--- src/rtl/qei_readout_sched.sv ---
// qei_readout_sched: sequencer between the QEI counter core and the host byte port.
//   - On rd_req, takes an atomic 16-bit snapshot of count_in and streams it as
//     two bytes (LSB first) over a valid/ready port (out_data/out_valid/out_last/out_ready).
//   - Independently runs a programmable sampling window and reports the signed
//     count delta per window on vel, with a one-cycle vel_valid pulse.
// Ports:
//   clk, rst_n        clock, asynchronous active-low reset
//   ena               global enable; 0 freezes every register
//   count_in, dir_in  live position count and direction from the QEI core
//   period_in         window length minus 1 (clk cycles)
//   rd_req            one-cycle snapshot request
//   out_ready         byte consumer ready
//   ov_clr            clears overrun (and sat_flag when present)
//   out_data/out_valid/out_last  streamed byte, valid, final-byte marker
//   busy, snap_dir    readout in progress, direction captured with the snapshot
//   vel, vel_valid    delta of last completed window, update pulse
//   overrun           sticky: rd_req arrived while busy
// Optional feature macro: QEI_VEL_SAT_EN -- signed saturating velocity plus a
// sticky sat_flag output.
module qei_readout_sched #(
  parameter int unsigned PERIOD_W = 16
) (
  input  logic                clk,
  input  logic                rst_n,
  input  logic                ena,
  input  logic [15:0]         count_in,
  input  logic                dir_in,
  input  logic [PERIOD_W-1:0] period_in,
  input  logic                rd_req,
  input  logic                out_ready,
  input  logic                ov_clr,
  output logic [7:0]          out_data,
  output logic                out_valid,
  output logic                out_last,
  output logic                busy,
  output logic                snap_dir,
  output logic [15:0]         vel,
  output logic                vel_valid,
`ifdef QEI_VEL_SAT_EN
  output logic                overrun,
  output logic                sat_flag
`else
  output logic                overrun
`endif
);

  localparam int unsigned CNT_W  = 16;
  localparam int unsigned BYTE_W = 8;

  typedef enum logic [1:0] {
    IDLE    = 2'd0,
    SEND_LO = 2'd1,
    SEND_HI = 2'd2
  } state_t;

  state_t              state;
  logic [BYTE_W-1:0]   snap_hi;
  logic [PERIOD_W-1:0] timer;
  logic [PERIOD_W-1:0] period_q;
  logic [CNT_W-1:0]    prev_count;
  logic                primed;
  logic                terminal;
  logic [CNT_W-1:0]    vel_next;

  // Readout FSM: the low byte goes straight into out_data at capture time, so
  // only the high byte of the snapshot needs to be kept.
  always_ff @(posedge clk or negedge rst_n) begin
    if (!rst_n) begin
      state     <= IDLE;
      snap_hi   <= '0;
      snap_dir  <= 1'b0;
      out_data  <= '0;
      out_valid <= 1'b0;
      out_last  <= 1'b0;
      busy      <= 1'b0;
      overrun   <= 1'b0;
    end else if (ena) begin
      // A request seen in any non-IDLE state, including the final handshake
      // cycle, is dropped and flagged; set beats clear.
      if (rd_req && (state != IDLE)) begin
        overrun <= 1'b1;
      end else if (ov_clr) begin
        overrun <= 1'b0;
      end

      case (state)
        IDLE: begin
          if (rd_req) begin
            snap_hi   <= count_in[CNT_W-1:BYTE_W];
            snap_dir  <= dir_in;
            out_data  <= count_in[BYTE_W-1:0];
            out_last  <= 1'b0;
            out_valid <= 1'b1;
            busy      <= 1'b1;
            state     <= SEND_LO;
          end
        end
        SEND_LO: begin
          if (out_ready) begin
            out_data <= snap_hi;
            out_last <= 1'b1;
            state    <= SEND_HI;
          end
        end
        SEND_HI: begin
          if (out_ready) begin
            out_valid <= 1'b0;
            out_last  <= 1'b0;
            busy      <= 1'b0;
            state     <= IDLE;
          end
        end
        default: begin
          out_valid <= 1'b0;
          out_last  <= 1'b0;
          busy      <= 1'b0;
          state     <= IDLE;
        end
      endcase
    end
  end

  // Window terminal count; period_q is reloaded at each window start.
  assign terminal = (timer == period_q);

`ifdef QEI_VEL_SAT_EN
  logic [CNT_W:0] diff_ext;
  logic           sat_hit;

  // Signed difference of sign-extended counts, clamped to the 16-bit range.
  always_comb begin
    diff_ext = {count_in[CNT_W-1], count_in} - {prev_count[CNT_W-1], prev_count};
    sat_hit  = (diff_ext[CNT_W] != diff_ext[CNT_W-1]);
    vel_next = diff_ext[CNT_W-1:0];
    if (sat_hit) begin
      vel_next = diff_ext[CNT_W] ? 16'h8000 : 16'h7FFF;
    end
  end

  // Sticky saturation indicator; set beats clear.
  always_ff @(posedge clk or negedge rst_n) begin
    if (!rst_n) begin
      sat_flag <= 1'b0;
    end else if (ena) begin
      if (terminal && primed && sat_hit) begin
        sat_flag <= 1'b1;
      end else if (ov_clr) begin
        sat_flag <= 1'b0;
      end
    end
  end
`else
  // Plain modulo-2^16 delta; two's complement gives the signed result.
  always_comb begin
    vel_next = count_in - prev_count;
  end
`endif

  // Velocity window: the first terminal after reset only primes prev_count.
  always_ff @(posedge clk or negedge rst_n) begin
    if (!rst_n) begin
      timer      <= '0;
      period_q   <= '0;
      prev_count <= '0;
      primed     <= 1'b0;
      vel        <= '0;
      vel_valid  <= 1'b0;
    end else if (ena) begin
      vel_valid <= 1'b0;
      if (terminal) begin
        timer      <= '0;
        period_q   <= period_in;
        prev_count <= count_in;
        primed     <= 1'b1;
        if (primed) begin
          vel       <= vel_next;
          vel_valid <= 1'b1;
        end
      end else begin
        timer <= timer + PERIOD_W'(1);
      end
    end
  end

endmodule

--- config.mk ---
export PLATFORM = sky130hd
export DESIGN_NAME = qei_readout_sched
export DESIGN_NICKNAME = d
export VERILOG_FILES = /design/src/rtl/qei_readout_sched.sv
export SDC_FILE = /design/constraint.sdc
export NUM_CORES = 1
export LEC_CHECK = 0
export BUFFER_PORTS_ARGS = -buffer_cell sky130_fd_sc_hd__buf_4
export CAP_MARGIN = 15
export CORE_MARGIN = 3
export CORE_UTILIZATION = 54
export DETAILED_ROUTE_END_ITERATION = 8
export GPL_TIMING_DRIVEN = 1
export PLACE_DENSITY = 0.85
export SYNTH_ARGS = -nofsm -noshare
export SYNTH_HDL_FRONTEND = slang
export SYNTH_SLANG_ARGS = --single-unit
--- constraint.sdc ---
create_clock -name clk -period 2.4 [get_ports clk]
set_input_delay 0.12 -clock clk [delete_from_list [all_inputs] [get_ports clk]]
set_output_delay 0.12 -clock clk [all_outputs]
set_load 0.05 [all_outputs]
### Yosys cells after proc, flatten, opt, wreduce, memory -nomap -nowiden

Index checks and enable logic that the tools add are counted.

| word-level totals | value |
|---|---|
| register bits after elaboration | 88 |
| latch bits | 0 |
| memory bits (writable) | 0 |
| bits in read-only memories | 0 |
| input bits | 39 |
| output and inout port bits | 30 |
| word-level logic and storage cells | 52 |
| memories | 0 |

| cells by class | value |
|---|---|
| add/sub/neg operators | 2 |
| multipliers | 0 |
| divide/modulo/power cells | 0 |
| $lt $le $gt $ge | 0 |
| eq/ne operators | 6 |
| shift operators | 0 |
| multiplexer cells | 18 |
| bitwise logic cells | 1 |
| reductions and logical operators | 12 |

Operators with widths:

| kind | count |
|---|---|
| 16-bit by 1-bit adder with 16-bit output, second input constant | 1 |
| 16-bit == test | 1 |
| 16-bit two-way mux | 1 |
| 8-bit two-way mux | 2 |
| 8-bit one-hot mux with 2 select lines | 1 |
| 16-bit subtractor | 1 |
| 4-bit AND reduction | 3 |
| 1-bit two-way mux | 8 |
| 2-bit two-way mux | 3 |
| 2-bit != test, second input constant | 3 |
| 1-bit one-hot mux with 3 select lines | 2 |
| 2-bit one-hot mux with 3 select lines | 1 |
| 3-bit AND reduction | 2 |
| 2-bit nonzero test | 3 |
| 2-bit AND reduction | 2 |
| 2-bit by 1-bit == test with 1-bit output, second input constant | 1 |
| 2-bit == test, second input constant | 1 |
| 2-bit logical NOT | 1 |
| 1-bit logical AND | 1 |
| 1-bit inverter | 1 |

### Depth between registers and ports, before layout

| depth | value |
|---|---|
| depth in word-level cells | 4 |
| mapped depth | 9 |
| mapped depth without buffers | 9 |

### Worst setup path before layout

OpenSTA, ideal clock, no wires.

| timing | value |
|---|---|
| path kind | flip-flop to flip-flop |
| start | reg prev_count[0] |
| end | reg vel[12] |
| library setup time | 65 ps |
| data arrival time | 1,959 ps |
| data required time | 2,335 ps |
| setup slack | 376 ps |
| stages on the path, launching flop included | 9 |
| path buffers | 0 |
| clock period less this slack | 2,024 ps |
| cells stage by stage | dfrtp_1 > ha_1 > fa_1 > nand2b_1 > a21oi_1 > o41ai_1 > o21a_1 > a311oi_1 > a21o_1 |

| on the way | value |
|---|---|
| word-level cells in the longest chain between the ends | 1 |

Ends and longest elaborated chain:

| item | line | source |
|---|---|---|
| start: declaration | 60 | `logic [CNT_W-1:0] prev_count;` |
| start signal: assignment | 173 | `prev_count <= count_in;` |
| 16-bit subtractor | 155 | `vel_next = count_in - prev_count;` |
| end signal: assignment | 176 | `vel <= vel_next;` |
| end: declaration | 37 | `output logic [15:0] vel,` |

No other way between the ends.
A chain may end at the register's enable or synchronous reset.

### Final worst setup path

Same ends and word-level chain as after synthesis.

==> key figures <==
Timing
  – Max Clock Skew: 0.00904 ns
  – RSZ-0062 raised after global routing: false
  – Final worst-path setup slack: 0.203 ns
  – Worst Max-Slew Pin Slew: 0.646 ns
  – Tcrit/Tclk final: 91.5%
  – Final hold viol count: 0
  – Slew margin rel.: 56.9%
  – Minimum clock period: 2.20 ns
  – Max Fclk: 0.455 GHz
  – Count of final setup violators: 0
  – Setup TNS: 0 ns
  – Final max-slew violation count: 0

CTS
  – Root Buffer: clkbuf_8
  – Clk sinks: 87
  – CTS max path bufs: 2
  – CTS Hold Bufs: 18
  – Setup bufs post-CTS: 0
  – Resize count post-CTS: 0
  – Worst-Skew Late Latency: 0.35 ns
  – # H-tree levels: 3
  – TritonCTS clock tree: built
  – Inserted Clock Buffers: 9
  – Clk pin slew, worst setup/hold paths: 0.08 ns

GRT
  – Global Route Usage Sum: 24.5%
  – Remaining Overflow, GRT: 0
  – First-pass GRT wire length: 18800 um
  – Vias in the first global route: 3896
  – Largest net degree at the start of global routing: 51
  – Initial antenna violation count: 0

Synthesis
  – Cell type with the largest total area after synthesis: dfrtp_1
  – Synth Instances: 487
  – Sequential share of the synthesized area: 48.1%
  – Mapped Nets: 543
  – Yosys top cell area share: 48.1%
  – Ys Warns: 0
  – Cell area after synthesis: 4520 um2
  – Avg Inst Size Synth: 9.29 um2
  – Synth area leaders: dfrtp_1, nand2_1, xnor2_1
  – Synthesized flop and latch total: 87
  – Netlist cell types: 46

Placed design
  – Routability Congestion: 0.892
  – IO buf count: 68
  – Pre-CTS setup slack: 0.264 ns
  – Detailed placer's ending HPWL: 7880 um
  – Area after DPL: 5120 um2

Layout
  – Share of layout cells above drive strength 1: 17.6%
  – Commonest cells after routing, fill and taps aside: nand2_1, dfrtp_1, buf_4
  – Design area: 5500 um2
  – Area growth, synth to finish: 21.7%
  – Nets: 627
  – Commonest non-fill, non-tap cell in the layout: nand2_1
  – Post-Route Utilization: 69.4%
  – Ant diodes: 0

Worst setup path
  – Crit path DAT: 2.49 ns
  – CP Capture Type: flop
  – Crit path launch type: flop
  – Setup CP Type: reg -> reg
  – Worst Path Required: 2.69 ns
  – WP depth: 8
  – Worst path top cell family by delay: compound AO/OA/AOI/OAI gates
  – Worst stage delay on the critical path: 0.40 ns
  – Worst path cell trace: ha_1, fa_1, nand2b_1, a21oi_1, o41ai_1, o21a_1, a311oi_1, a21o_1
  – CP bufs+invs: 0
  – Worst Path Max Fanout: 2
  – Slowest cell on crit path: dfrtp_1
  – Cell depth of the worst flop-to-flop path: 8

Detailed routing
  – DR iter-0 viols: 324
  – DR WL/cell: 16.4 um
  – Detailed-route DRC error count: 0
  – Post-route ant nets: 0
  – Final wirelength: 11100 um
  – Drt via density: 5.63
  – Drt first pass iters: 5
  – Vias: 3813

Floorplanning
  – Die area: 9510 um2
  – Core Region: 7930 um2
  – IO Count: 69
  – Die Ht: 97.5 um
  – Initial Util: 57.1%
  – Rows: 32
  – DIE WIDTH: 97.5 um

Hold path
  – Hold crit path type: in -> reg
  – Hold Path Cell Cnt: 2

Power
  – Power Total: 6520 uW
  – P per Cell Area: 1190 nW/um2
  – Leak Pwr: 0.00263 uW
  – Max rail drop VDD: 890 uV

Job
  – Maximum Capacitance Violations: 0

Outcome
  – Outcome: finished, final reports clean
[path summary, 6_finish.rpt]
| path | start | to | slack [ns] |
|---|---|---|---|
| setup / recovery | prev_count[0] | vel[12] | 0.20 |
| hold / removal | dir_in | snap_dir | 0.01 |
| setup reg to reg | prev_count[0] | vel[12] | 0.20 |
| hold reg to reg | vel[0] | vel[0] | 0.49 |
| max in group asynchronous | rst_n | prev_count[14] | 1.43 |
| min in group asynchronous | rst_n | snap_hi[3] | 0.35 |
[synthesized netlist by cell type, drive strengths merged]
| cell | number |
|---|---|
| o21ai | 50 |
| or3 | 2 |
| nor2b | 2 |
| a21boi | 2 |
| a2111o | 1 |
| nand2b | 9 |
| o21a | 3 |
| nand3 | 10 |
| ha | 16 |
| nor2 | 25 |
| o211ai | 4 |
| o41ai | 1 |
| a21o | 4 |
| inv | 22 |
| a311oi | 1 |
| dfrtp | 87 |
| xor2 | 9 |
| and4 | 1 |
| and3 | 4 |
| nand2 | 113 |
| o21bai | 2 |
| o31ai | 3 |
| o2bb2ai | 1 |
| a211oi | 3 |
| and2 | 2 |
| clkbuf | 12 |
| nand3b | 1 |
| xnor2 | 29 |
| nor4 | 1 |
| fa | 1 |
| buf | 9 |
| a22oi | 1 |
| a21oi | 16 |
| nor3 | 9 |
| a22o | 1 |
| mux2i | 8 |
| nand4 | 10 |
| a311o | 1 |
| mux2 | 10 |
| a32o | 1 |
[where the power goes]
group | internal (uW) | switching [uW]
registers | 1990 | 404
clock network | 585 | 494
logic | 1200 | 1850
[registers in the layout (all words and copies together), names as in the netlist]
name and count:
overrun 1, vel_valid 1, busy 1, vel 16, prev_count 16, snap_dir 1, state 1, out_data 8
period_q 16, snap_hi 8, out_last 1, primed 1, timer 16
[cells by family (layout without fill, tap and decap cells)]
family / count (synthesis) / after routing / share of synthesized area, %
simple gates: 189 / 189 / 18.6
compound gates: 95 / 95 / 12.4
flops: 87 / 87 / 48.1
buf+inv: 43 / 131 / 4.37
xor+xnor: 38 / 38 / 7.36
mux: 18 / 18 / 4.26
fa+ha+maj: 17 / 17 / 4.87
[metrics by stage]
step / std cells / hold slack (ns)
after floorplan: 487 / -0.176
after global placement: 644 / 0.184
after detailed placement: 644 / 0.196
after CTS: 677 / 0.00348
after global routing: 677 / 0.00674
final: 677 / 0.0111
[cell type report]
cell class / instances / area [um2]
Clock buffer: 12 / 135
Clock inverter: 3 / 68.8
Sequential cell: 87 / 2180
Fill cell: 588 / 2420
Inverter: 22 / 82.6
Tap cell: 102 / 128
Timing Repair Buffer: 94 / 763
Multi-Input combinational cell: 357 / 2150
[routing by layer]
| metal | vias up | GRT usage, % | share of wire, % |
|---|---|---|---|
| met5 | - | 0 | 0 |
| met4 | 0 | 10.4 | 2.6 |
| met3 | 28 | 5.10 | 7.0 |
| met2 | 156 | 36.6 | 45 |
| met1 | 1816 | 34.7 | 45 |
| li1 | 1813 | - | - |
Power figures use the tool's default switching activity.
